[src/rtl/operand_sel_ctrl_pkg.sv]
// rtl/operand_sel_ctrl_pkg.sv - shared opcode constants and A-operand select encodings
//
// Purpose : RV32 major-opcode constants and the 2-bit ASEL_* encodings used by
//           the operand-select controller and its decoder.
// Ports   : none (package).
package operand_sel_ctrl_pkg;

   localparam logic [6:0] OPC_LUI    = 7'b0110111;
   localparam logic [6:0] OPC_AUIPC  = 7'b0010111;
   localparam logic [6:0] OPC_JAL    = 7'b1101111;
   localparam logic [6:0] OPC_JALR   = 7'b1100111;
   localparam logic [6:0] OPC_BRANCH = 7'b1100011;
   localparam logic [6:0] OPC_LOAD   = 7'b0000011;
   localparam logic [6:0] OPC_STORE  = 7'b0100011;
   localparam logic [6:0] OPC_OP_IMM = 7'b0010011;
   localparam logic [6:0] OPC_OP     = 7'b0110011;

   localparam logic [1:0] ASEL_RS1  = 2'b00;
   localparam logic [1:0] ASEL_PC   = 2'b01;
   localparam logic [1:0] ASEL_ZERO = 2'b10;
   localparam logic [1:0] ASEL_FWD  = 2'b11;

endpackage

[src/rtl/asel_decode.sv]
// rtl/asel_decode.sv - single-instruction operand-select decode
//
// Purpose : Purely combinational decode of one instruction word.
// Ports   : inst_i       instruction word
//           base_asel_o  A select before forwarding (RS1 / PC / ZERO)
//           uses_rs1_o   A operand comes from rs1 (forwarding candidate)
//           bsel_o       1 = immediate, 0 = rs2
//           writes_rd_o  instruction writes a non-x0 destination
//           is_load_o    instruction is a load
//           rd_o, rs1_o  register indices
module asel_decode
   import operand_sel_ctrl_pkg::*;
#(
   parameter int RD_W = 5
) (
   input  logic [31:0]     inst_i,
   output logic [1:0]      base_asel_o,
   output logic            uses_rs1_o,
   output logic            bsel_o,
   output logic            writes_rd_o,
   output logic            is_load_o,
   output logic [RD_W-1:0] rd_o,
   output logic [RD_W-1:0] rs1_o
);

   logic [6:0] opc;
   logic       wr_op;
   logic       unused_bits;

   assign opc         = inst_i[6:0];
   assign rd_o        = RD_W'(inst_i[11:7]);
   assign rs1_o       = RD_W'(inst_i[19:15]);
   assign unused_bits = ^{inst_i[31:20], inst_i[14:12]};

   always_comb begin
      base_asel_o = ASEL_RS1;
      uses_rs1_o  = 1'b0;
      bsel_o      = 1'b1;
      wr_op       = 1'b0;
      is_load_o   = 1'b0;
      case (opc)
         OPC_AUIPC:  begin base_asel_o = ASEL_PC;   wr_op = 1'b1; end
         OPC_JAL:    begin base_asel_o = ASEL_PC;   wr_op = 1'b1; end
         OPC_BRANCH: begin base_asel_o = ASEL_PC;                 end
         OPC_LUI:    begin base_asel_o = ASEL_ZERO; wr_op = 1'b1; end
         OPC_OP:     begin uses_rs1_o = 1'b1; bsel_o = 1'b0; wr_op = 1'b1; end
         OPC_OP_IMM: begin uses_rs1_o = 1'b1; wr_op = 1'b1; end
         OPC_LOAD:   begin uses_rs1_o = 1'b1; wr_op = 1'b1; is_load_o = 1'b1; end
         OPC_STORE:  begin uses_rs1_o = 1'b1; end
         OPC_JALR:   begin uses_rs1_o = 1'b1; wr_op = 1'b1; end
         default:    ;
      endcase
   end

   // x0 is never a real producer, so it must never be forwarded from.
   assign writes_rd_o = wr_op & (inst_i[11:7] != 5'd0);

endmodule

[src/rtl/operand_sel_ctrl.sv]
// rtl/operand_sel_ctrl.sv - ID->EX operand-select controller with rs1 forwarding
//
// Purpose : Registers the operand selects of the accepted ID instruction into
//           EX, tracks in-flight producers and detects load-use hazards.
//           Forwarding and the load-use stall are built only when the macro
//           ASEL_FWD_EN is defined; otherwise ex_asel never selects 11.
// Ports   : clk, rst (async, active-high)
//           id_valid, id_inst, id_ready   ID handshake
//           ex_stall, flush               pipeline control
//           ex_valid, ex_asel, ex_fwd_idx, ex_bsel   registered EX selects
module operand_sel_ctrl
   import operand_sel_ctrl_pkg::*;
#(
   parameter int FWD_STAGES = 3,
   parameter int RD_W       = 5
) (
   input  logic        clk,
   input  logic        rst,
   input  logic        id_valid,
   input  logic [31:0] id_inst,
   output logic        id_ready,
   input  logic        ex_stall,
   input  logic        flush,
   output logic        ex_valid,
   output logic [1:0]  ex_asel,
   output logic [1:0]  ex_fwd_idx,
   output logic        ex_bsel
);

   logic [1:0]      dec_asel;
   logic            dec_uses_rs1;
   logic            dec_bsel;
   logic            dec_writes_rd;
   logic            dec_is_load;
   logic [RD_W-1:0] dec_rd;
   logic [RD_W-1:0] dec_rs1;

   asel_decode #(.RD_W(RD_W)) u_dec (
      .inst_i      (id_inst),
      .base_asel_o (dec_asel),
      .uses_rs1_o  (dec_uses_rs1),
      .bsel_o      (dec_bsel),
      .writes_rd_o (dec_writes_rd),
      .is_load_o   (dec_is_load),
      .rd_o        (dec_rd),
      .rs1_o       (dec_rs1)
   );

   logic       ex_valid_q;
   logic [1:0] ex_asel_q;
   logic [1:0] ex_fwd_idx_q;
   logic       ex_bsel_q;
   logic [1:0] asel_d;
   logic [1:0] fwd_idx_d;
   logic       load_use;
   logic       load_ex;

`ifdef ASEL_FWD_EN
   // Slot 0 mirrors the EX entry; slot k is k stages past EX.
   logic [RD_W-1:0] slot_rd_q [FWD_STAGES];
   logic            slot_wr_q [FWD_STAGES];
   logic            slot_ld_q [FWD_STAGES];
   logic            fwd_hit;
   logic [1:0]      fwd_slot;

   // Scan oldest to youngest so the youngest match wins.
   always_comb begin
      fwd_hit  = 1'b0;
      fwd_slot = 2'd0;
      for (int k = FWD_STAGES - 1; k >= 0; k--) begin
         if (slot_wr_q[k] && (slot_rd_q[k] == dec_rs1)) begin
            fwd_hit  = 1'b1;
            fwd_slot = 2'(k);
         end
      end
      if (!dec_uses_rs1 || (dec_rs1 == '0)) begin
         fwd_hit  = 1'b0;
         fwd_slot = 2'd0;
      end
   end

   // Load data is not ready in EX; hold ID one cycle so it forwards from slot 1.
   assign load_use  = id_valid & fwd_hit & (fwd_slot == 2'd0) & slot_ld_q[0];
   assign asel_d    = fwd_hit ? ASEL_FWD : dec_asel;
   assign fwd_idx_d = fwd_hit ? fwd_slot : 2'd0;

   always_ff @(posedge clk or posedge rst) begin
      if (rst) begin
         for (int k = 0; k < FWD_STAGES; k++) begin
            slot_rd_q[k] <= '0;
            slot_wr_q[k] <= 1'b0;
            slot_ld_q[k] <= 1'b0;
         end
      end else if (!ex_stall) begin
         for (int k = FWD_STAGES - 1; k > 0; k--) begin
            slot_rd_q[k] <= slot_rd_q[k-1];
            slot_wr_q[k] <= slot_wr_q[k-1];
            slot_ld_q[k] <= slot_ld_q[k-1];
         end
         slot_rd_q[0] <= dec_rd;
         slot_wr_q[0] <= load_ex & dec_writes_rd;
         slot_ld_q[0] <= load_ex & dec_is_load;
      end
   end
`else
   logic unused_fwd;

   assign load_use   = 1'b0;
   assign asel_d     = dec_asel;
   assign fwd_idx_d  = 2'd0;
   assign unused_fwd = ^{dec_uses_rs1, dec_writes_rd, dec_is_load, dec_rd, dec_rs1,
                         FWD_STAGES[0]};
`endif

   assign id_ready = !rst & !ex_stall & !load_use;
   // A flushed ID instruction is dropped even though the handshake is offered.
   assign load_ex  = id_valid & id_ready & !flush;

   always_ff @(posedge clk or posedge rst) begin
      if (rst) begin
         ex_valid_q   <= 1'b0;
         ex_asel_q    <= ASEL_RS1;
         ex_fwd_idx_q <= 2'd0;
         ex_bsel_q    <= 1'b0;
      end else if (!ex_stall) begin
         ex_valid_q   <= load_ex;
         ex_asel_q    <= load_ex ? asel_d    : ASEL_RS1;
         ex_fwd_idx_q <= load_ex ? fwd_idx_d : 2'd0;
         ex_bsel_q    <= load_ex & dec_bsel;
      end
   end

   assign ex_valid   = ex_valid_q;
   assign ex_asel    = ex_asel_q;
   assign ex_fwd_idx = ex_fwd_idx_q;
   assign ex_bsel    = ex_bsel_q;

endmodule

[config.mk]
export PLATFORM = sky130hd
export DESIGN_NAME = operand_sel_ctrl
export DESIGN_NICKNAME = d
export VERILOG_FILES = /design/src/rtl/operand_sel_ctrl_pkg.sv /design/src/rtl/asel_decode.sv /design/src/rtl/operand_sel_ctrl.sv
export SDC_FILE = /design/constraint.sdc
export NUM_CORES = 1
export LEC_CHECK = 0
export CORE_MARGIN = 2
export CORE_UTILIZATION = 24
export CTS_CLUSTER_DIAMETER = 150
export DETAILED_ROUTE_END_ITERATION = 10
export PLACE_DENSITY_LB_ADDON = 0.05
export SLEW_MARGIN = 5
export SYNTH_ARGS = -nofsm -noshare
export SYNTH_HDL_FRONTEND = slang
export SYNTH_HIERARCHICAL = 1
export SYNTH_SLANG_ARGS = --single-unit
[constraint.sdc]
create_clock -name clk -period 0.9 [get_ports clk]
set_clock_uncertainty 0.15 [all_clocks]
set_input_delay 0.225 -clock clk [delete_from_list [all_inputs] [get_ports clk]]
set_output_delay 0.225 -clock clk [all_outputs]
set_load 0.005 [all_outputs]
# Yosys cells after proc, flatten, opt, wreduce, memory -nomap -nowiden
# Cells that the tools add are included.
# classes
n_eq_ne	5
muxes	3
n_bitwise	4
reduce_logical	4
# op_table
op	count
$eq A7 B6 Y1 const B	2
$eq A7 B7 Y1 const B	2
$eq A7 B5 Y1 const B	1
$and A1 B1 Y1	4
$pmux W2 S2	1
$logic_not A1 Y1	3
$reduce_or A3 Y1	1
$mux W2	1
$mux W1	1
# totals
ff_bits	4
inputBits	37
out_inout_bits	7
word_cells	19

# Depth between registers and ports, before layout
# Gate-level depths: netlist (run 1).
# depth
depth_word	5
ltp_mapped	5
depth_no_buf	5

# Hierarchy
# The synthesis (run 1) kept the hierarchy.
# modules_own_cells
mod	n_inst	cells_each	area_each_um2	seq_area_each_um2
asel_decode	1	29	201.4	0.0
operand_sel_ctrl	1	17	195.2	100.1

# Worst setup path before layout (run 1)
# Ideal clock, no wire load.
# synth_timing
path_kind	in2reg
startpoint	in id_inst[4]
endpoint	reg ex_asel_q[0] (netlist: ex_asel[0])
t_arrival_ns	0.949
setup_slack_ns	-0.320
stages	5
cell_sequence	and4bb_2 nor3_1 a211oi_1 nor2b_1 a22o_1
# synth_between
elab_chain_len	4
word_cells_on_any_way	7
classes_between	4 x eq/ne; 2 x mux; 1 x reduce/logical
# synth_rtl
item	line_no	source
start, declared	operand_sel_ctrl.sv:20	input logic [31:0] id_inst,
$eq A7 B7 Y1, or another cell as far along	asel_decode.sv:41	case (opc)
$reduce_or A3 Y1 (no line)	--	
$pmux W2 S2 *	asel_decode.sv:41	
net asel_d[0]	operand_sel_ctrl.sv:53	logic [1:0] asel_d;
$mux W2 *	operand_sel_ctrl.sv:127	ex_asel_q <= load_ex ? asel_d : ASEL_RS1;
end signal, assigned	operand_sel_ctrl.sv:127	
end, declared	operand_sel_ctrl.sv:50	logic [1:0] ex_asel_q;
# Mark *: on every way through the listed nets, which the timed path passes. The rest lies on a longest branch.
# A chain may end at the register's enable or synchronous reset.

# Worst setup path in the final report (run 1)
# layout_timing
startpoint	reg ex_valid_q (netlist: ex_valid)
endpoint	out ex_valid
# layout_lines
item	line_no	source
start, declared	operand_sel_ctrl.sv:49	logic ex_valid_q;
start signal, assigned	operand_sel_ctrl.sv:126	ex_valid_q <= load_ex;
end, declared	operand_sel_ctrl.sv:24	output logic ex_valid,
# No word-level cell between the ends.

==> results.toml, run 1 <==
[critical_path]
critPathCaptureType = "output port"
critPathKind = "reg -> out"
cp.arrival_ns = 0.74
crit_fanout = 2
crit_required_ns = 0.52
cp-start-kind = "register"
path_delay_family = "flip-flops"
path_cells = "buf_2"
cp_num_buf_inv = 1
worst_path_max_delay_cell = "dfrtp_1"
max_stage_delay_ns = 0.37

[grt]
top_usage_layer = "met2"
grt_use_met3 = 0.07143
grt_use_met2 = 0.2807
overflow = 0
grt_max_degree = 8
track_usage = 0.1479
grt_pass1_vias = 320
antenna_found_initial = 0
grt_pass1_wl_um = 1352
globalRouteMet1Util = 0.1314

[timing]
slew_violations = 0
max_freq_mhz = 896.5
setup_slack_ns = -0.2155
fin_setup_tns_ns = -1.294
final-setup-viol-count = 9
timing.final.hold_violations = 0
timing.final.crit_share = 1.239
rsz0062_at_grt = "yes"
finalCriticalPeriod_ns = 1.115

[placement]
dpl.hpwl_um = 625
place_inst = 61
place_ws_ns = -0.9220
place_congestion = 0.6598
io_buffer_count = 16

[power_and_ir_drop]
cellPowerDensity_mw_per_mm2 = 994.6
total_power_uw = 588.6
p_leak_uw = 0.0002829
vdd_drop_max_mv = 0.5733

[clocking]
htree_levels = 1
clock_latency_ns = 0.24
cts_tree = "yes"
clockBufferDepth = 2
clock_tree.root_cell = "clkbuf_4"
path_clk_slew_ns = 0.04
clkSinkCount = 4
numCtsBuffers = 3

[run]
cap_viol_max_count = 0

[die]
fp.dieH_um = 37.40
start_util = 0.2512
fp.dieArea_mm2 = 0.001399
rows = 12
die_w_um = 37.40
core_mm2 = 0.001066
ios = 44

[layout]
drive_above_1_share = 0.6481
diodes = 0
fin_nets = 93
final_common_cell = "buf_6"
fin_cells = 68
final_cell_mix = "7 x buf_6, 6 x buf_4, 5 x buf_2"
syn_to_final_growth_pct = 121.0
post-route-util = 0.5552

[synth]
netlist_area_um2 = 267.8
synth_cells = 27
ys_warn_count = 6
syn_avg_cell_area_um2 = 9.917

[route]
drtAntennaViolNets = 0
wl_um = 889
drc = 0
num_vias = 311
routed_via_density = 4.574
post_drt_wl_per_cell_um = 13.07
dr.pass1.iters = 2
drtIter0Drc = 1

[run_status]
status = "finished, violations left"
violations = "negative setup slack"

[hold_path]
hp-class = "in -> reg"
[timing repair]
item                                    4_1_cts  5_1_grt
buffers inserted                              5        0
gates resized for setup                      80        5
endpoints found under the setup margin        9        9
hold endpoints to repair                      4        0
pin swaps                                    11        5
hold buffers                                  1        0
[path summary, 6_finish.rpt]
path / startpoint / to / slack (ns) / cells after the start
setup / recovery: ex_valid / ex_valid / -0.22 / 1
hold / removal: ex_stall / ex_asel[0] / 0.23 / 3
setup reg to reg: ex_asel[0] / ex_asel[0] / -0.19 / 3
hold reg to reg: ex_asel[1] / ex_asel[1] / 0.43 / 2
max in group asynchronous: rst / ex_valid / 0.09 / 4
min in group asynchronous: rst / ex_bsel / 0.39 / 4
[layer usage]
metal	share of wire	wire (um)
met1	0.35	312
met4	0.0090	8
met2	0.57	509
met3	0.066	59
met5	0	0
[per-stage QoR]
stage	hold WS [ns]	instance area (um^2)
final	0.2326	591.8
after global routing	0.2499	591.8
after CTS	0.2420	571.8
after detailed placement	0.3710	511.7
after global placement	0.3453	511.7
after floorplan	-0.1589	311.5
[area by class of cell]
class	count	area, um^2
Inverter	1	3.754
Multi-Input combinational cell	21	211.5
Sequential cell	4	100.1
Tap cell	14	17.52
Timing Repair Buffer	25	236.5
Clock buffer	3	22.52
Fill cell	106	474.2
[power by group]
part           switching, uW  internal [uW]  total, uW
Sequential              3.17            186        190
Combinational           64.2            104        169
Clock                   80.9            150        230
Total                    148            440        589
[registers in the layout, summed over array words and instances (netlist names)]
register / flops
ex_asel: 2
ex_valid: 1
ex_bsel: 1
No activity file was read; power rests on OpenSTA's default activity.
==> inputs of run 2 (changes only) <==
- MAX_ROUTING_LAYER: unset -> met4
==> run 2 against run 1 <==
  * The run still ends with negative setup slack left
  * Non-clock buffer count unchanged
  * First-iteration DRC count did not move
  * Setup slack hardly changed
  * Fmax hardly changed
  * Total power about the same
  * Via count rose by 0.32%
  * Critical path depth stayed put
  * Utilization is the same
  * Global-route usage rose by 0.25 points
  * Design area unchanged
  * Register-to-register slack is essentially flat
  * Sequential share of layout area is the same
  * Largest cell class unchanged
  * Largest power group unchanged
==> results.toml, run 2 (synthesized netlist as in run 1, its figures left out) <==
[clocking]
cts_tree = "yes"
clock_tree.root_cell = "clkbuf_4"
htree_levels = 1
clkSinkCount = 4
numCtsBuffers = 3
clock_latency_ns = 0.24
path_clk_slew_ns = 0.04
clockBufferDepth = 2

[critical_path]
cp_num_buf_inv = 1
rr_endpoint = "ex_asel[0]"
r2r_slack_ns = -0.19
cp-start-kind = "register"
crit_fanout = 2
max_stage_delay_ns = 0.37
critPathCaptureType = "output port"
rr_worst_depth = 3
r2r-start = "ex_asel[0]"
path_delay_family = "flip-flops"
crit_required_ns = 0.52
critPathKind = "reg -> out"
worst_path_max_delay_cell = "dfrtp_1"
path_cells = "buf_2"
cp.arrival_ns = 0.74

[route]
routed_via_density = 4.588
met2_length_um = 509
num_vias = 312
met3_length_um = 59
dr.pass1.iters = 2
drtAntennaViolNets = 0
wl_um = 876
met1Wirelength_um = 298
post_drt_wl_per_cell_um = 12.88
drc = 0
top_layer = "met4"
drtIter0Drc = 1

[grt]
overflow = 0
grt_pass1_wl_um = 1338
antenna_found_initial = 0
grt_pass1_vias = 318
grt_max_degree = 8
track_usage = 0.1504

[timing]
setup_slack_ns = -0.2152
slew_violations = 0
final-setup-viol-count = 9
timing.final.hold_violations = 0
hold_ws_ns = 0.2312
rsz0062_at_grt = "yes"
finalCriticalPeriod_ns = 1.115
max_freq_mhz = 896.7
timing.final.crit_share = 1.239

[die]
core_mm2 = 0.001066
fp.dieArea_mm2 = 0.001399
start_util = 0.2512
fp.dieH_um = 37.40
die_w_um = 37.40
ios = 44
rows = 12

[layout]
largest_reg_flops = 2
multi_input_area_um2 = 211.5
post-route-util = 0.5552
fin_nets = 93
diodes = 0
fin_cells = 68
final_cell_mix = "7 x buf_6, 6 x buf_4, 5 x buf_2"
regArea_um2 = 100.1
drive_above_1_share = 0.6481
fill_cells = 106
final_common_cell = "buf_6"
syn_to_final_growth_pct = 121.0

[hold_path]
hp-class = "in -> reg"
hold_end = "ex_asel[0]"
min_path_cells = 3
hp-start = "ex_stall"

[placement]
dpl.hpwl_um = 625
place_congestion = 0.6659
place_inst = 61
io_buffer_count = 16

[power_and_ir_drop]
p_leak_uw = 0.0002829
total_power_uw = 588.4
cellPowerDensity_mw_per_mm2 = 994.3
vdd_drop_max_mv = 0.5729

[run_status]
violations = "negative setup slack"
status = "finished, violations left"

[run]
cap_viol_max_count = 0
[run 2: cell counts in the layout (fill, tap and decap cells not counted)]
No cell type changed its count.
[run 2: per-layer routing]
metal,GRT usage,up-vias
met3,0.07143,2
met2,0.2807,15
met1,0.1277,144
met5,-,-
met4,0.05556,0
li1,-,151
[run 2: through the flow]
stage	area [um^2]	setup slack (ns)	TNS, ns
global route	591.8	-0.2410	-1.518
floorplan	311.5	-0.2994	-0.7358
global placement	511.7	-0.8822	-5.125
finish	591.8	-0.2152	-1.297
CTS	571.8	-0.2245	-1.329
detailed placement	511.7	-0.9220	-5.281
[run 2: worst max path at each step]
| stage | from | end | slack, ns | depth (start not counted) |
|---|---|---|---|---|
| 2_1_floorplan | id_inst[4] | ex_asel[0] | -0.30 | 5 |
| 3_3_place_gp | id_inst[2] | ex_asel[0] | -0.88 | 6 |
| 3_5_place_dp | id_inst[4] | ex_asel[0] | -0.92 | 6 |
| 4_1_cts | ex_bsel | ex_bsel | -0.22 | 1 |
| 5_1_grt | ex_bsel | ex_bsel | -0.24 | 1 |
| 6_report | ex_valid | ex_valid | -0.22 | 1 |
[run 2: cell type report]
type,instances,area share
Timing Repair Buffer,25,0.3996
Multi-Input combinational cell,21,0.3573
Sequential cell,4,0.1691
Clock buffer,3,0.03805
Tap cell,14,0.02960
Inverter,1,0.006342
[run 2: power breakdown]
group,switching [uW],total (uW),internal [uW]
sequential,3.15,190,186
combinational,63.9,168,104
clock,81.1,231,150
[run 2: timing repair]
item / 4_1_cts / 5_1_grt
buffers inserted: 5 / 0
setup endpoints to repair: 9 / 9
cloned: 0 / 0
hold endpoints to repair: 4 / 0
hold buffers: 1 / 0
pin swaps: 11 / 5
resized for setup: 80 / 5
